===== config.mk =====
export PLATFORM = sky130hd
export DESIGN_NAME = lifo_pop_streamer_flat
export DESIGN_NICKNAME = d
export VERILOG_FILES = /design/src/rtl/lifo_pop_streamer_pkg.sv /design/src/rtl/lifo_pop_streamer_if.sv /design/src/rtl/lifo_pop_streamer_skid_buf.sv /design/src/rtl/lifo_pop_streamer.sv /design/src/flat_wrapper.sv
export SDC_FILE = /design/constraint.sdc
export NUM_CORES = 1
export LEC_CHECK = 0
export CAP_MARGIN = 20
export CORE_MARGIN = 3
export CORE_UTILIZATION = 30
export CTS_CLUSTER_SIZE = 12
export DETAILED_ROUTE_END_ITERATION = 8
export DONT_BUFFER_PORTS = 1
export PLACE_DENSITY = 0.53
export SKIP_CTS_REPAIR_TIMING = 1
export SYNTH_ARGS = -nofsm -noshare
export SYNTH_HDL_FRONTEND = slang
export SYNTH_SLANG_ARGS = --single-unit

===== constraint.sdc =====
create_clock -name clk -period 3.42 [get_ports clk]
set_input_delay 1.026 -clock clk [delete_from_list [all_inputs] [get_ports clk]]
set_output_delay 1.026 -clock clk [all_outputs]
set_load 0.02 [all_outputs]

===== src/rtl/lifo_pop_streamer_pkg.sv =====
`timescale 1ns/1ps
`default_nettype none
// +----------------------------------------------------------------------------+
// | Module   : lifo_pkg                                                        |
// | Purpose  : Shared types and defaults for the LIFO stack and its pop        |
// |            streamer (FSM state encoding, default data width).              |
// | Ports    : none (package)                                                  |
// | Revision : 1.0 - initial release                                           |
// +----------------------------------------------------------------------------+
package lifo_pkg;

  // Word width shared by the stack and every consumer of it.
  localparam int LIFO_DATA_WIDTH = 8;

  typedef enum logic [1:0] {
    IDLE  = 2'd0,
    POP   = 2'd1,
    DRAIN = 2'd2,
    DONE  = 2'd3
  } state_t;

endpackage
`default_nettype wire


===== src/rtl/lifo_pop_streamer_if.sv =====
`timescale 1ns/1ps
`default_nettype none
// +----------------------------------------------------------------------------+
// | Module   : lifo_pop_streamer_if                                            |
// | Purpose  : Bundles the stack-read side and the valid/ready output stream   |
// |            of the pop streamer.                                            |
// | Ports    : read_en    pop request to the stack                             |
// |            lifo_data  stack data_out (1 clk after read_en)                 |
// |            lifo_empty stack empty flag                                     |
// |            m_valid / m_data / m_ready  output stream handshake             |
// |            master = streamer side, slave = stack + downstream side         |
// | Revision : 1.0 - initial release                                           |
// +----------------------------------------------------------------------------+
interface lifo_pop_streamer_if #(
  parameter int DATA_WIDTH = lifo_pkg::LIFO_DATA_WIDTH
);
  logic                  read_en;
  logic [DATA_WIDTH-1:0] lifo_data;
  logic                  lifo_empty;
  logic                  m_valid;
  logic [DATA_WIDTH-1:0] m_data;
  logic                  m_ready;

  modport master (
    output read_en,
    input  lifo_data,
    input  lifo_empty,
    output m_valid,
    output m_data,
    input  m_ready
  );

  modport slave (
    input  read_en,
    output lifo_data,
    output lifo_empty,
    input  m_valid,
    input  m_data,
    output m_ready
  );
endinterface
`default_nettype wire


===== src/rtl/lifo_pop_streamer_skid_buf.sv =====
`timescale 1ns/1ps
`default_nettype none
// +----------------------------------------------------------------------------+
// | Module   : lifo_skid_buf                                                   |
// | Purpose  : 2-entry FIFO with registered outputs. Absorbs the stack's       |
// |            one-cycle read latency so downstream stalls never drop a word.  |
// | Ports    : clk, rst_n            clock, async active-low reset             |
// |            in_valid, in_data     write side (no back-pressure)             |
// |            out_valid, out_data   head entry, registered                    |
// |            out_ready             head consumed when out_valid & out_ready  |
// |            count[1:0]            current occupancy (0..2)                  |
// | Revision : 1.0 - initial release                                           |
// +----------------------------------------------------------------------------+
module lifo_skid_buf
  import lifo_pkg::*;
#(
  parameter int DATA_WIDTH = LIFO_DATA_WIDTH
) (
  input  logic                  clk,
  input  logic                  rst_n,
  input  logic                  in_valid,
  input  logic [DATA_WIDTH-1:0] in_data,
  output logic                  out_valid,
  output logic [DATA_WIDTH-1:0] out_data,
  input  logic                  out_ready,
  output logic [1:0]            count
);

  logic [DATA_WIDTH-1:0] head_q, head_d;
  logic [DATA_WIDTH-1:0] tail_q, tail_d;
  logic [1:0]            count_q, count_d;
  logic                  pop;

  // head_q is the output register; it is left untouched when the buffer
  // empties so out_data keeps showing the last word.
  always_comb begin
    pop     = out_ready && (count_q != 2'd0);
    head_d  = head_q;
    tail_d  = tail_q;
    count_d = count_q;
    case (count_q)
      2'd0: begin
        if (in_valid) begin
          head_d  = in_data;
          count_d = 2'd1;
        end
      end
      2'd1: begin
        case ({in_valid, pop})
          2'b11:   head_d = in_data;
          2'b10: begin
            tail_d  = in_data;
            count_d = 2'd2;
          end
          2'b01:   count_d = 2'd0;
          default: ;
        endcase
      end
      2'd2: begin
        // A write while full without a pop cannot happen under the
        // streamer's credit rule, so it is not handled here.
        if (pop) begin
          head_d = tail_q;
          if (in_valid) begin
            tail_d = in_data;
          end else begin
            count_d = 2'd1;
          end
        end
      end
      default: count_d = 2'd0;
    endcase
  end

  always_ff @(posedge clk or negedge rst_n) begin
    if (!rst_n) begin
      head_q  <= '0;
      tail_q  <= '0;
      count_q <= 2'd0;
    end else begin
      head_q  <= head_d;
      tail_q  <= tail_d;
      count_q <= count_d;
    end
  end

  assign out_valid = (count_q != 2'd0);
  assign out_data  = head_q;
  assign count     = count_q;

endmodule
`default_nettype wire


===== src/rtl/lifo_pop_streamer.sv =====
`timescale 1ns/1ps
`default_nettype none
// +----------------------------------------------------------------------------+
// | Module   : lifo_pop_streamer                                               |
// | Purpose  : On a start pulse, pops a burst of words from the LIFO stack     |
// |            (fixed count, or until empty) and streams them out on a         |
// |            valid/ready interface through a 2-entry skid buffer.            |
// | Ports    : clk, rst_n      clock, async active-low reset                   |
// |            start           one-cycle pulse, sampled only in IDLE           |
// |            burst_len       words to pop, 0 = until empty                   |
// |            busy            high in POP and DRAIN                           |
// |            done            one-cycle pulse after the last word left        |
// |            pop_count       total words popped since reset (wraps)          |
// |            bus (master)    read_en/lifo_data/lifo_empty, m_valid/m_data/   |
// |                            m_ready                                         |
// | Revision : 1.0 - initial release                                           |
// +----------------------------------------------------------------------------+
module lifo_pop_streamer
  import lifo_pkg::*;
#(
  parameter int DATA_WIDTH = LIFO_DATA_WIDTH,
  parameter int LEN_WIDTH  = 4,
  parameter int CNT_WIDTH  = 8
) (
  input  logic                 clk,
  input  logic                 rst_n,
  input  logic                 start,
  input  logic [LEN_WIDTH-1:0] burst_len,
  output logic                 busy,
  output logic                 done,
  output logic [CNT_WIDTH-1:0] pop_count,
  lifo_pop_streamer_if.master  bus
);

  state_t                state_q, state_d;
  logic [LEN_WIDTH-1:0]  len_q, len_d;
  logic [LEN_WIDTH-1:0]  issued_q, issued_d;
  logic                  inflight_q, inflight_d;
  logic [CNT_WIDTH-1:0]  pop_count_q, pop_count_d;
  logic                  busy_q, busy_d;
  logic                  done_q, done_d;

  logic                  buf_valid;
  logic [DATA_WIDTH-1:0] buf_data;
  logic [1:0]            buf_count;
  logic                  out_fire;
  logic [1:0]            occupancy;
  logic                  credit_ok;
  logic                  buf_drained;
  logic                  limit_hit;
  logic                  read_en;

  assign out_fire = buf_valid && bus.m_ready;

  // Words that will still need a buffer slot after this cycle: the one in
  // flight plus those not leaving now. Counting the departing word as free
  // is what allows one word per clock with m_ready held high.
  assign occupancy   = 2'(inflight_q) + buf_count - 2'(out_fire);
  assign credit_ok   = (occupancy < 2'd2) && (buf_count != 2'd2);
  assign buf_drained = (buf_count == 2'd0) || ((buf_count == 2'd1) && out_fire);
  assign limit_hit   = (len_q != '0) && (issued_q == len_q);

  always_comb begin
    state_d     = state_q;
    len_d       = len_q;
    issued_d    = issued_q;
    read_en     = 1'b0;
    case (state_q)
      IDLE: begin
        if (start) begin
          len_d    = burst_len;
          issued_d = '0;
          state_d  = POP;
        end
      end
      POP: begin
        read_en = !bus.lifo_empty && credit_ok && !limit_hit;
        if (read_en) begin
          issued_d = issued_q + LEN_WIDTH'(1);
        end
        // Pop-until-empty ends as soon as the stack reports empty; a fixed
        // burst ignores empty and waits for more pushes.
        if (limit_hit || ((len_q == '0) && bus.lifo_empty)) begin
          state_d = DRAIN;
        end
      end
      DRAIN: begin
        if (!inflight_q && buf_drained) begin
          state_d = DONE;
        end
      end
      DONE:    state_d = IDLE;
      default: state_d = IDLE;
    endcase

    // read_en already implies the stack was non-empty.
    inflight_d  = read_en;
    pop_count_d = pop_count_q + CNT_WIDTH'(read_en);
    busy_d      = (state_d == POP) || (state_d == DRAIN);
    done_d      = (state_d == DONE);
  end

  always_ff @(posedge clk or negedge rst_n) begin
    if (!rst_n) begin
      state_q     <= IDLE;
      len_q       <= '0;
      issued_q    <= '0;
      inflight_q  <= 1'b0;
      pop_count_q <= '0;
      busy_q      <= 1'b0;
      done_q      <= 1'b0;
    end else begin
      state_q     <= state_d;
      len_q       <= len_d;
      issued_q    <= issued_d;
      inflight_q  <= inflight_d;
      pop_count_q <= pop_count_d;
      busy_q      <= busy_d;
      done_q      <= done_d;
    end
  end

  // The word requested last cycle is on lifo_data now.
  lifo_skid_buf #(
    .DATA_WIDTH (DATA_WIDTH)
  ) u_skid (
    .clk       (clk),
    .rst_n     (rst_n),
    .in_valid  (inflight_q),
    .in_data   (bus.lifo_data),
    .out_valid (buf_valid),
    .out_data  (buf_data),
    .out_ready (bus.m_ready),
    .count     (buf_count)
  );

  assign bus.read_en = read_en;
  assign bus.m_valid = buf_valid;
  assign bus.m_data  = buf_data;
  assign busy        = busy_q;
  assign done        = done_q;
  assign pop_count   = pop_count_q;

endmodule
`default_nettype wire


===== src/flat_wrapper.sv =====
// flat-port wrapper written by rule: the top's interface ports become plain ports
module lifo_pop_streamer_flat import lifo_pkg::*;
#(
  parameter int DATA_WIDTH = LIFO_DATA_WIDTH,
  parameter int LEN_WIDTH  = 4,
  parameter int CNT_WIDTH  = 8
)
  (clk, rst_n, start, burst_len, busy, done, pop_count, bus_read_en, bus_lifo_data, bus_lifo_empty, bus_m_valid, bus_m_data, bus_m_ready);
  lifo_pop_streamer_if #(.DATA_WIDTH(DATA_WIDTH)) bus_i ();
  input  logic clk;
  input  logic rst_n;
  input  logic start;
  input  logic [LEN_WIDTH-1:0] burst_len;
  output logic busy;
  output logic done;
  output logic [CNT_WIDTH-1:0] pop_count;
  output wire logic [$bits(bus_i.read_en)-1:0] bus_read_en;
  input wire logic [$bits(bus_i.lifo_data)-1:0] bus_lifo_data;
  input wire logic [$bits(bus_i.lifo_empty)-1:0] bus_lifo_empty;
  output wire logic [$bits(bus_i.m_valid)-1:0] bus_m_valid;
  output wire logic [$bits(bus_i.m_data)-1:0] bus_m_data;
  input wire logic [$bits(bus_i.m_ready)-1:0] bus_m_ready;
  assign bus_read_en = bus_i.read_en;
  assign bus_i.lifo_data = bus_lifo_data;
  assign bus_i.lifo_empty = bus_lifo_empty;
  assign bus_m_valid = bus_i.m_valid;
  assign bus_m_data = bus_i.m_data;
  assign bus_i.m_ready = bus_m_ready;
  lifo_pop_streamer #(.DATA_WIDTH(DATA_WIDTH), .LEN_WIDTH(LEN_WIDTH), .CNT_WIDTH(CNT_WIDTH)) u_core (.clk(clk), .rst_n(rst_n), .start(start), .burst_len(burst_len), .busy(busy), .done(done), .pop_count(pop_count), .bus(bus_i));
endmodule

==> flow_summary.ini <==
[min_path]
hold_path.class = in2async

[critical_path]
cp_top_family = simple AND/OR/NAND/NOR gates
crit_path_top_delay_cell = ha_1
crit_buf_inv = 1
reg2reg_depth = 13
path_class = in2out
crit_cells = 7
setup.worst_path.end_class = output pin
worst_ep_arrival_time_ns = 2.24
max_stage_delay_ns = 0.32
crit_chain = nand2_1, ha_1, nand2b_1, mux2i_2, xnor2_2, and3_1, buf_4
worst_ep_required_time_ns = 2.39
setup.worst_path.start_class = input port
cp_max_fo = 5

[synth]
ys_ff_latch = 39
synth_mux_area_frac = 0.136
yosysTopAreaCell = dfrtp_1
synth_top_family_by_area = simple AND/OR/NAND/NOR gates
synth_xor_area_frac = 0.0568
async_reset_ff_frac = 1.00
ys_warn_count = 0
synth-edff-count = 0
synth.area.top_cells = dfrtp_1, mux2_2, mux2i_1
synthesis.nets = 182
synth_area_um2 = 1830
syn_avg_cell_area_um2 = 11.4
yosysSeqAreaShare = 0.534
yosys.area.top_type_share = 0.534
synth_compound_area_frac = 0.0822
synthCells = 160
ys.flop_type = dfrtp_1
yosys.cell_types.count = 34
yosys.area_share.simple = 0.140
synth_fa_ha_area_frac = 0.0342

[global_routing]
use_met3 = 0.0563
grt_antenna_before_repair = 0
grt_pass1_wl_um = 6040
grt_most_used_layer = met2
groute.usage.overall = 0.106
grt_util_met2 = 0.171
overflow = 0
use_met1 = 0.116
first_global_vias = 1252
grt_max_degree = 40

[sta]
period_needed_ns = 3.27
holdWs_ns = 0.418
hold_viol_final = 0
worst_slew_margin_rel = 0.585
setup_viol = 0
fin_ws_ns = 0.152
tightest_slew_ns = 0.623
max_clock_freq_mhz = 306
final-max-slew-violation-count = 0
period_share = 0.955
final.setup.tns_ns = 0
fin_skew_ns = 0.0110
rsz0062_at_grt = false

[floorplan]
io_pins = 37
num_rows = 27
core_um2 = 5710
fp.dieH_um = 84.0
die_area_um2 = 7060
die-width_um = 84.0
floorplan.initialDensity = 0.320

[drt]
initialDrtViolationCount = 55
drc = 0
wl_per_cell_um = 14.5
routed_via_density = 4.92
dr_total_vias = 1185
ant_nets = 0
drt_pre_antenna_iters = 4
wirelength_um = 3490

[clock_network]
numCtsBuffers = 5
htreeDepth = 2
clkTransAtPathRegs_ns = 0.08
cts.sinks = 39
cts_root_buf = clkbuf_8
cts_buffer_depth = 2
cts_tree = built
clk-insertion-delay-late_ns = 0.29

[finish]
regArea_um2 = 976
final_cell_mix = dfrtp_1, nor2_1, mux2_2, mux2i_1
drive_gt1_frac = 0.183
multi_input_area_um2 = 823
final_common_cell = dfrtp_1
fin_cells = 241
syn_to_final_growth_pct = 12.3
antenna_cells = 0
fin_nets = 190
finalInstanceArea_um2 = 2050
finish.utilization = 0.359
fillers = 569

[power]
p_per_area_nw_per_um2 = 970
vdd_drop_max_v = 0.000381
power.total_mw = 1.99
p_leak_nw = 0.890

[place]
place_area_um2 = 1940
dp_slack_ns = 0.137
gp_congestion = 0.756
placed_cells = 233
portBuffers = 0
place_hpwl_um = 2560

[job]
max_cap_viol_count = 0

[run_status]
status = completed
==> sequential cells by signal, indices dropped and copies added (netlist names) <==
| signal | count |
|---|---|
| u_core.u_skid.count | 2 |
| u_core.issued_q | 4 |
| u_core.u_skid.out_data | 8 |
| u_core.state_q | 2 |
| u_core.inflight_q | 1 |
| u_core.pop_count | 8 |
| u_core.u_skid.tail_q | 8 |
| u_core.len_q | 4 |
| u_core.busy | 1 |
| u_core.done | 1 |
==> synthesized netlist by cell type (2+ instances only) <==
library cell  number
dfrtp_1           39
nor2_1            16
mux2_2            12
mux2i_1           10
a21oi_1            9
nand2_1            9
ha_1               5
nand3_1            5
nor3_1             5
o21ai_0            5
xnor2_1            5
xor2_1             5
and3_1             3
buf_2              3
inv_1              3
nand2b_1           3
nand4_1            3
nor2b_1            2
o21a_1             2
o21ai_2            2
==> layer usage <==
layer,wire [um],share of wire
met1,1420,0.41
met2,1650,0.47
met3,354,0.10
met4,67,0.019
met5,0,0
==> layout make-up <==
type	count	area share
multi-input combinational	114	0.401
clock inverter	3	0.0214
clock buffer	5	0.0336
sequential	39	0.476
timing repair buffer	5	0.0183
tap	72	0.0439
inverter	3	0.00549
==> kinds of logic (layout without fill, tap and decap cells) <==
family	Yosys count	in the layout
AO/OA/AOI/OAI	24	24
XOR/XNOR	11	11
adder cells (fa/ha/maj)	5	5
buffers and inverters	7	16
flip-flops	39	39
multiplexers	23	23
AND/OR/NAND/NOR	51	51
==> worst paths after layout <==
kind	start	endpoint	slack, ns
max	bus_m_ready	bus_read_en	0.15
min	rst_n	u_core.u_skid.out_data[7]	0.42
max reg2reg	u_core.u_skid.count[0]	u_core.pop_count[7]	0.66
min reg2reg	u_core.issued_q[3]	u_core.issued_q[3]	0.50
max in group asynchronous	rst_n	u_core.issued_q[2]	2.91
min in group clk	u_core.issued_q[3]	u_core.issued_q[3]	0.50
==> power breakdown <==
part	switching (mW)	internal, mW
Sequential	0.288	0.660
Combinational	0.331	0.326
Clock	0.167	0.217
Note: power is estimated with default switching activity, not from simulation.
